**config.mk**
```make
export PLATFORM = sky130hd
export DESIGN_NAME = id_scoreboard_ctrl
export DESIGN_NICKNAME = d
export VERILOG_FILES = /design/src/rtl/id_scoreboard_ctrl_pkg.sv /design/src/rtl/id_scoreboard_ctrl_pend_counter.sv /design/src/rtl/id_scoreboard_ctrl.sv
export SDC_FILE = /design/constraint.sdc
export NUM_CORES = 1
export LEC_CHECK = 0
export ABC_AREA = 1
export CORE_AREA = 2 2 119 121
export DETAILED_ROUTE_END_ITERATION = 8
export DIE_AREA = 0 0 121 123
export GPL_TIMING_DRIVEN = 0
export PLACE_DENSITY = 0.74
export RECOVER_POWER = 25
export SYNTH_ARGS = -nofsm -noshare
export SYNTH_HDL_FRONTEND = slang
export SYNTH_SLANG_ARGS = --single-unit
export TNS_END_PERCENT = 5
```
**constraint.sdc**
```tcl
create_clock -name clk_i -period 3 [get_ports clk_i]
set_input_delay 0.9 -clock clk_i [delete_from_list [all_inputs] [get_ports clk_i]]
set_output_delay 0.9 -clock clk_i [all_outputs]
set_load 0.05 [all_outputs]
```
**src/rtl/id_scoreboard_ctrl_pkg.sv**
```systemverilog
// Shared types for the decode-stage issue scoreboard: register indexing, pending
// counters, the stall FSM states and the decoded-instruction packet.
package id_scoreboard_ctrl_pkg;

  localparam int NREG      = 16;
  localparam int REG_IDX_W = $clog2(NREG);
  localparam int CNT_W     = 2;

  typedef logic [REG_IDX_W-1:0] reg_idx_t;
  typedef logic [CNT_W-1:0]     pend_cnt_t;

  localparam pend_cnt_t CNT_MAX  = '1;
  localparam pend_cnt_t CNT_ZERO = '0;

  typedef enum logic {
    IDLE  = 1'b0,
    STALL = 1'b1
  } stall_state_e;

  typedef struct packed {
    logic     vld;
    reg_idx_t src1;
    reg_idx_t src2;
    logic     two_src;
    logic     wb_en;
    reg_idx_t dest;
  } dec_t;

  function automatic logic [NREG-1:0] idx_dec(input reg_idx_t idx);
    logic [NREG-1:0] oh;
    oh      = '0;
    oh[idx] = 1'b1;
    return oh;
  endfunction

endpackage

```
**src/rtl/id_scoreboard_ctrl_pend_counter.sv**
```systemverilog
// Per-register in-flight write counter: holds at max on increment, never underflows
// on a stray decrement; simultaneous inc/dec leaves the count unchanged.
module id_scoreboard_ctrl_pend_counter
  import id_scoreboard_ctrl_pkg::*;
(
  input  logic clk_i,
  input  logic rst_i,
  input  logic inc_i,
  input  logic dec_i,
  output logic nz_o,
  output logic full_o
);

  pend_cnt_t cnt_q, cnt_d;

  always_comb begin
    cnt_d = cnt_q;
    if (inc_i && !dec_i && (cnt_q != CNT_MAX)) begin
      cnt_d = cnt_q + 1'b1;
    end else if (dec_i && !inc_i && (cnt_q != CNT_ZERO)) begin
      cnt_d = cnt_q - 1'b1;
    end
  end

  always_ff @(posedge clk_i) begin
    if (!rst_i) begin
      cnt_q <= CNT_ZERO;
    end else begin
      cnt_q <= cnt_d;
    end
  end

  assign nz_o   = (cnt_q != CNT_ZERO);
  assign full_o = (cnt_q == CNT_MAX);

endmodule

```
**src/rtl/id_scoreboard_ctrl.sv**
```systemverilog
// Decode issue controller: combinational hazard/issue from per-register pending
// counters, registered branch flush (1 cycle), stall statistics and sticky deadlock.
module id_scoreboard_ctrl
  import id_scoreboard_ctrl_pkg::*;
#(
  parameter int TIMEOUT = 64,
  parameter int PERF_W  = 32
) (
  input  logic              clk_i,
  input  logic              rst_i,
  input  logic              id_valid_i,
  input  reg_idx_t          id_src1_i,
  input  reg_idx_t          id_src2_i,
  input  logic              id_two_src_i,
  input  logic              id_wb_en_i,
  input  reg_idx_t          id_dest_i,
  input  logic              br_taken_i,
  input  logic              wb_en_i,
  input  reg_idx_t          wb_dest_i,
  output logic              hazard_o,
  output logic              issue_o,
  output logic              flush_o,
  output logic [NREG-1:0]   pend_mask_o,
  output logic [PERF_W-1:0] stall_cnt_o,
  output logic              deadlock_o
);

  localparam int RUN_W = $clog2(TIMEOUT + 1);
  localparam logic [RUN_W-1:0] RUN_TO = RUN_W'(TIMEOUT);

  dec_t            dec;
  logic [NREG-1:0] full_vec;
  logic [NREG-1:0] inc_vec;
  logic [NREG-1:0] dec_vec;
  logic            raw;
  logic            waw_full;

  assign dec = '{vld:     id_valid_i,
                 src1:    id_src1_i,
                 src2:    id_src2_i,
                 two_src: id_two_src_i,
                 wb_en:   id_wb_en_i,
                 dest:    id_dest_i};

  // No bypass: a source stays blocked until its counter has actually dropped.
  assign raw      = pend_mask_o[dec.src1] | (dec.two_src & pend_mask_o[dec.src2]);
  assign waw_full = dec.wb_en & full_vec[dec.dest];
  assign hazard_o = dec.vld & ~br_taken_i & (raw | waw_full);
  assign issue_o  = dec.vld & ~br_taken_i & ~hazard_o & rst_i;

  assign inc_vec = {NREG{issue_o & dec.wb_en}} & idx_dec(dec.dest);
  assign dec_vec = {NREG{wb_en_i}} & idx_dec(wb_dest_i);

  for (genvar r = 0; r < NREG; r++) begin : g_pend
    id_scoreboard_ctrl_pend_counter u_cnt (
      .clk_i  (clk_i),
      .rst_i  (rst_i),
      .inc_i  (inc_vec[r]),
      .dec_i  (dec_vec[r]),
      .nz_o   (pend_mask_o[r]),
      .full_o (full_vec[r])
    );
  end

  // Stall FSM
  stall_state_e state_q, state_d;
  logic         run_start, run_inc, run_clr;

  always_ff @(posedge clk_i) begin
    if (!rst_i) begin
      state_q <= IDLE;
    end else begin
      state_q <= state_d;
    end
  end

  always_comb begin
    state_d = state_q;
    case (state_q)
      IDLE:    if (hazard_o)  state_d = STALL;
      STALL:   if (!hazard_o) state_d = IDLE;
      default: state_d = IDLE;
    endcase
  end

  always_comb begin
    run_start = 1'b0;
    run_inc   = 1'b0;
    run_clr   = 1'b0;
    case (state_q)
      IDLE: begin
        run_start = hazard_o;
        run_clr   = ~hazard_o;
      end
      STALL: begin
        run_inc = hazard_o;
        run_clr = ~hazard_o;
      end
      default: run_clr = 1'b1;
    endcase
  end

  // Run counter holds the length of the current hazard run, so deadlock rises on
  // the edge that closes the TIMEOUT-th consecutive stall cycle.
  logic [RUN_W-1:0]  run_q, run_d;
  logic [PERF_W-1:0] stall_cnt_q, stall_cnt_d;
  logic              deadlock_q, deadlock_d;
  logic              flush_q;

  always_comb begin
    run_d = run_q;
    if (run_clr) begin
      run_d = '0;
    end else if (run_start) begin
      run_d = RUN_W'(1);
    end else if (run_inc && (run_q != RUN_TO)) begin
      run_d = run_q + 1'b1;
    end
  end

  always_comb begin
    stall_cnt_d = stall_cnt_q;
    if (hazard_o && (stall_cnt_q != '1)) begin
      stall_cnt_d = stall_cnt_q + 1'b1;
    end
  end

  assign deadlock_d = deadlock_q | (run_d == RUN_TO);

  always_ff @(posedge clk_i) begin
    if (!rst_i) begin
      run_q       <= '0;
      stall_cnt_q <= '0;
      deadlock_q  <= 1'b0;
      flush_q     <= 1'b0;
    end else begin
      run_q       <= run_d;
      stall_cnt_q <= stall_cnt_d;
      deadlock_q  <= deadlock_d;
      flush_q     <= br_taken_i;
    end
  end

  assign flush_o     = flush_q;
  assign stall_cnt_o = stall_cnt_q;
  assign deadlock_o  = deadlock_q;

endmodule

```
# Word-level counts from Yosys, hierarchy flattened
# Cells that the tools add are included.
# op_classes
n_eq_ne	35
n_lt_le_gt_ge	6
n_reduce_logical	132
muxes	48
n_bitwise	14
n_addsub	34
# ops
cell	count
1-bit logical AND	68
2-bit 2-to-1 mux	32
2-bit nonzero test	32
2-bit by 1-bit adder with 2-bit output, second input constant	16
32-bit by 1-bit adder with 32-bit output, second input constant	1
16-bit AND	2
2-bit == test, second input constant	16
1-bit logical NOT	32
2-bit inequality test, second input constant	16
32-bit inequality test, second input constant	1
2-bit by 1-bit subtractor with 2-bit output, second input constant	16
7-bit 2-to-1 mux	3
4-bit by 5-bit < comparator with 1-bit output, second input constant	4
1-bit binary-select mux with 4-bit select	3
1-bit demux with 4-bit select	2
4-bit by 1-bit >= comparator with 1-bit output, second input constant	2
1-bit 2-to-1 mux	8
7-bit by 1-bit adder with 7-bit output, second input constant	1
1-bit AND	7
7-bit == test, second input constant	1
7-bit inequality test, second input constant	1
1-bit bitwise OR	3
1-bit NOT	2
# word_totals
elab_cells	290
in_bits	23
out_inout_bits	52
regBits	74

# Logic depth before layout (Yosys ltp)
# logic_depth
ltp_word	17
ltp_mapped	18
mapped_depth_nobuf	17

# By module
# From an unflattened synthesis, not the netlist that was laid out.
# hier_totals
hier_cells	845
area_unflattened_um2	5191.2
# modules_own_cells
mod	instances	seq_area_each_um2	area_per_inst_um2	cells_per_inst
id_scoreboard_ctrl	1	840.8	3209.3	541
id_scoreboard_ctrl_pend_counter	16	40.0	123.9	19

# Least setup slack after synthesis
# OpenSTA, ideal clock, no wires.
# synth_path
kind	input to output
start	input port id_src2_i[0]
end	output port hazard_o
arrival_ns	2.300
path_buffers	3
slack_ns	-0.200
t_required_ns	2.100
stages	11
cell_sequence	buf_4 clkinv_1 o211ai_1 nand3_1 nand3_1 inv_1 nor2_1 nor2_4 nor2_2 buf_4 buf_4
# synth_between
elab_chain_cells	6
# synth_lines
element	line_no	text
start: declaration	id_scoreboard_ctrl.sv:13	input reg_idx_t id_src2_i,
1-bit binary-select mux with 4-bit select	id_scoreboard_ctrl.sv:46	assign raw = pend_mask_o[dec.src1] | (dec.two_src & pend_mask_o[dec.src2]);
1-bit 2-to-1 mux (implied by the code)	id_scoreboard_ctrl.sv:46	
1-bit AND	id_scoreboard_ctrl.sv:46	
1-bit bitwise OR	id_scoreboard_ctrl.sv:46	
1-bit bitwise OR	id_scoreboard_ctrl.sv:48	assign hazard_o = dec.vld & ~br_taken_i & (raw | waw_full);
1-bit AND	id_scoreboard_ctrl.sv:48	
end: declaration	id_scoreboard_ctrl.sv:20	output logic hazard_o,
# Every way passes these cells. The select of a mux whose other input is x is not followed.

# Worst setup path after layout
# layout_path
start	input port id_dest_i[0]
end	output port issue_o
# layout_between
elab_chain_cells	8
# layout_lines
element	line_no	text
start: declaration	id_scoreboard_ctrl.sv:16	input reg_idx_t id_dest_i,
1-bit binary-select mux with 4-bit select	id_scoreboard_ctrl.sv:47	assign waw_full = dec.wb_en & full_vec[dec.dest];
1-bit 2-to-1 mux (implied by the code)	id_scoreboard_ctrl.sv:47	
1-bit AND	id_scoreboard_ctrl.sv:47	
1-bit bitwise OR	id_scoreboard_ctrl.sv:48	
1-bit AND	id_scoreboard_ctrl.sv:48	
1-bit NOT	id_scoreboard_ctrl.sv:49	assign issue_o = dec.vld & ~br_taken_i & ~hazard_o & rst_i;
1-bit AND (2 in a row)	id_scoreboard_ctrl.sv:49	
end: declaration	id_scoreboard_ctrl.sv:21	output logic issue_o,
# Every way passes these cells. The select of a mux whose other input is x is not followed.

==> metrics.txt <==
final setup fails=2; Sink Count=74; max-cap violations=0; root buffer cell=clkbuf_16; vias in the first global route=5560; worst reg-to-reg path cell count=15; layout cell share with drive strength beyond 1=0.0765; Skew-Pair Late Insertion Delay=0.34 ns; crit path DAT=2.36 ns; Post-synth ARST share=0; CTS Buf Count=9; hold path start=deadlock_o; Crit Reg-Reg Startpoint=g_pend[1].u_cnt.cnt_q[0]; Area Growth Syn to Fin=25.9%; CTS Buffer Depth=2; top cell type's share of synthesized area=0.278; die height=123 µm; count of cell types in the netlist=31; Initial DRT Pass Iterations=5; routability cong.=1.01; DRT iter0 DRCs=518; Worst Setup Start Kind=primary input; status=finished, violations left; Final period util=1.09; IO Count=75; pin count of the biggest net entering global routing=14; Comb pwr share=0.123; Int Pwr=1.73 mW; Power, Total=2.39 mW; Die Width=121 µm; hold worst-path end=deadlock_o; DP HPWL=12400 µm; Synth area leaders=dfxtp_1, nand2_1, nand3_1; Antenna Nets Post-Route=0; Final WS setup=-0.261 ns; fillers=1423; VDD IR max=0.314 mV; FF-to-FF End=g_pend[10].u_cnt.cnt_q[0]; WHS Path Cells=2; Hold Buf Count CTS=0; synthesis-stage register bit count=74; total vias in the final route=6006; Leakage=2.98 nW; H-tree levels=3; Final #Nets=1028; Final Max Slew Viols=0; Final Skew=0.00448 ns; worst rel slew slack=0.490; crit-path max FO=6; Req. time, crit path=2.10 ns; Synthesized Nets=939; Max Freq=307 MHz; cell taking the most area after synthesis=dfxtp_1; drt via density=5.06; first-pass GRT wire length=26800 µm; Final Critical Period=3.26 ns; top-count cell post-synth=nand2_1; r2r setup slk=0.50 ns; failing checks=negative setup slack; sequential fraction of the synthesis area=0.278; P per Cell Area=356 nW/µm²; Core Util, Final=0.493; drt total wl=16300 µm; cells after synthesis=913; Core ar.=13600 µm²; Post-synth EDFFs=0; Hold Vio Cnt, Final=0; Diodes inserted=0; initial antenna violation count=0; Switch Pwr=0.660 mW; row cnt=43; DIE AREA=14900 µm²; synth cell count leaders=nand2_1, nor2_1, inv_1, nand3_1, dfxtp_1; I/O Buffers=71; wire per inst=13.7 µm; Clk pin slew, worst setup/hold paths=0.06 ns; gr ovfl total=0; CTS tree=done; HP Class=reg2reg; Worst-Margin Slew=0.764 ns; synth warn=0; Clock Power Share=0.463; Crit Path Class=in2out; RSZ-0062 raised after global routing=true; GRT Util Overall=0.226; Switching Share=0.276; Flop pwr share=0.415; Synth Flop Type=dfxtp_1; syn_area_per_cell=5.84 µm²; Syn Std Cell Area=5330 µm²; initial core utilization=0.391; drc violations=0; Setup crit end kind=primary output
logic make-up (layout without fill, tap and decap cells):
group           Yosys count  in the layout  share of synthesized area
fa+ha+maj                 3              3                    0.00705
xor+xnor                 29             29                     0.0477
simple gates            577            577                      0.470
buf+inv                 172            266                      0.140
compound gates           58             58                     0.0573
flops                    74             74                      0.278
area by class of cell:
cell class	instances	area, µm²	area share
plain buffers	39	244	0.0364
clock buffers	10	229	0.0341
clock inverters	6	65.1	0.00970
inverters	131	505	0.0753
multi-input cells	667	3160	0.470
flip-flops and latches	74	1480	0.221
well taps	180	225	0.0336
repair buffers	80	803	0.120
per-stage QoR:
step / instance area, µm² / setup slack [ns] / setup TNS, ns / cells / hold WS [ns]
after global placement: 6300 / -1.79 / -39.40 / 1164 / 0.441
final: 6710 / -0.261 / -0.471 / 1187 / 0.452
after global routing: 6710 / -0.317 / -0.958 / 1187 / 0.497
after CTS: 6670 / -0.237 / -0.472 / 1185 / 0.454
after floorplan: 5360 / 0.00217 / 0 / 913 / 0.499
after detailed placement: 6300 / -1.83 / -40.68 / 1164 / 0.444
per-layer routing:
layer	part of all wire	GRT usage	routed length [µm]	up-vias
met5	0	0	0	-
li1	-	-	-	3096
met2	0.44	0.362	7220	212
met3	0.067	0.0494	1080	41
met4	0.033	0.0894	543	0
met1	0.46	0.297	7410	2657
worst max path at each step:
| stage | start | endpoint | slack, ns | cells after the start |
|---|---|---|---|---|
| detailed placement | id_dest_i[0] | hazard_o | -1.83 | 16 |
| CTS | id_dest_i[0] | hazard_o | -0.24 | 13 |
| finish | id_dest_i[0] | issue_o | -0.26 | 13 |
| global placement | id_dest_i[0] | hazard_o | -1.79 | 16 |
| floorplan | id_dest_i[0] | hazard_o | 0.002 | 14 |
| global route | id_dest_i[0] | issue_o | -0.32 | 13 |
layout by cell type, fill, tap and decap left out, drive strengths merged:
master           n
nand2          246
buf             41
clkdlybuf4s50   39
xnor2            6
o211ai           1
clkinvlp         2
nand4           37
bufinv           1
clkdlybuf4s15    1
dlygate4sd2      3
a21oi           44
ha               3
nor4             7
clkbuf          21
dfxtp           74
nor3            29
nor3b            3
clkinv           4
nand3          119
a211oi           1
nand3b           1
nor2           135
xor2            23
dlymetal6s2s     1
o2111ai          2
o21ai            9
a21o             1
inv            130
dlygate4sd3     23
registers in the layout, summed over array words and instances (netlist names):
signal              flops
g_pend.u_cnt.cnt_q     32
stall_cnt_o            32
run_q                   7
deadlock_o              1
flush_o                 1
state_q                 1
critical path: stages:
cell        delay [ns]
buf_12            0.10
clkinvlp_4        0.14
nor2_4            0.24
nand2_1           0.09
nand2_1           0.06
nor2_1            0.04
nor2_2            0.13
nor2_1            0.05
nand2_1           0.09
buf_4             0.12
nand4_1           0.13
inv_1             0.11
buf_6             0.16
power groups by stage:
stage | Sequential, mW | Combinational [mW] | Clock [mW]
2_1_floorplan | 1.02 | 0.159 | 0
3_3_place_gp | 1.01 | 0.267 | 0
3_5_place_dp | 1.01 | 0.268 | 0
4_1_cts | 0.990 | 0.284 | 1.12
5_1_grt | 0.990 | 0.316 | 1.16
6_report | 0.990 | 0.293 | 1.10
what timing repair did:
| action | CTS | global route |
|---|---|---|
| setup endpoints to repair | 69 | 46 |
| gates resized for setup | 48 | 10 |
| setup buffers | 7 | 2 |
| pin swaps | 7 | 2 |
Note: power is estimated with default switching activity, not from simulation.
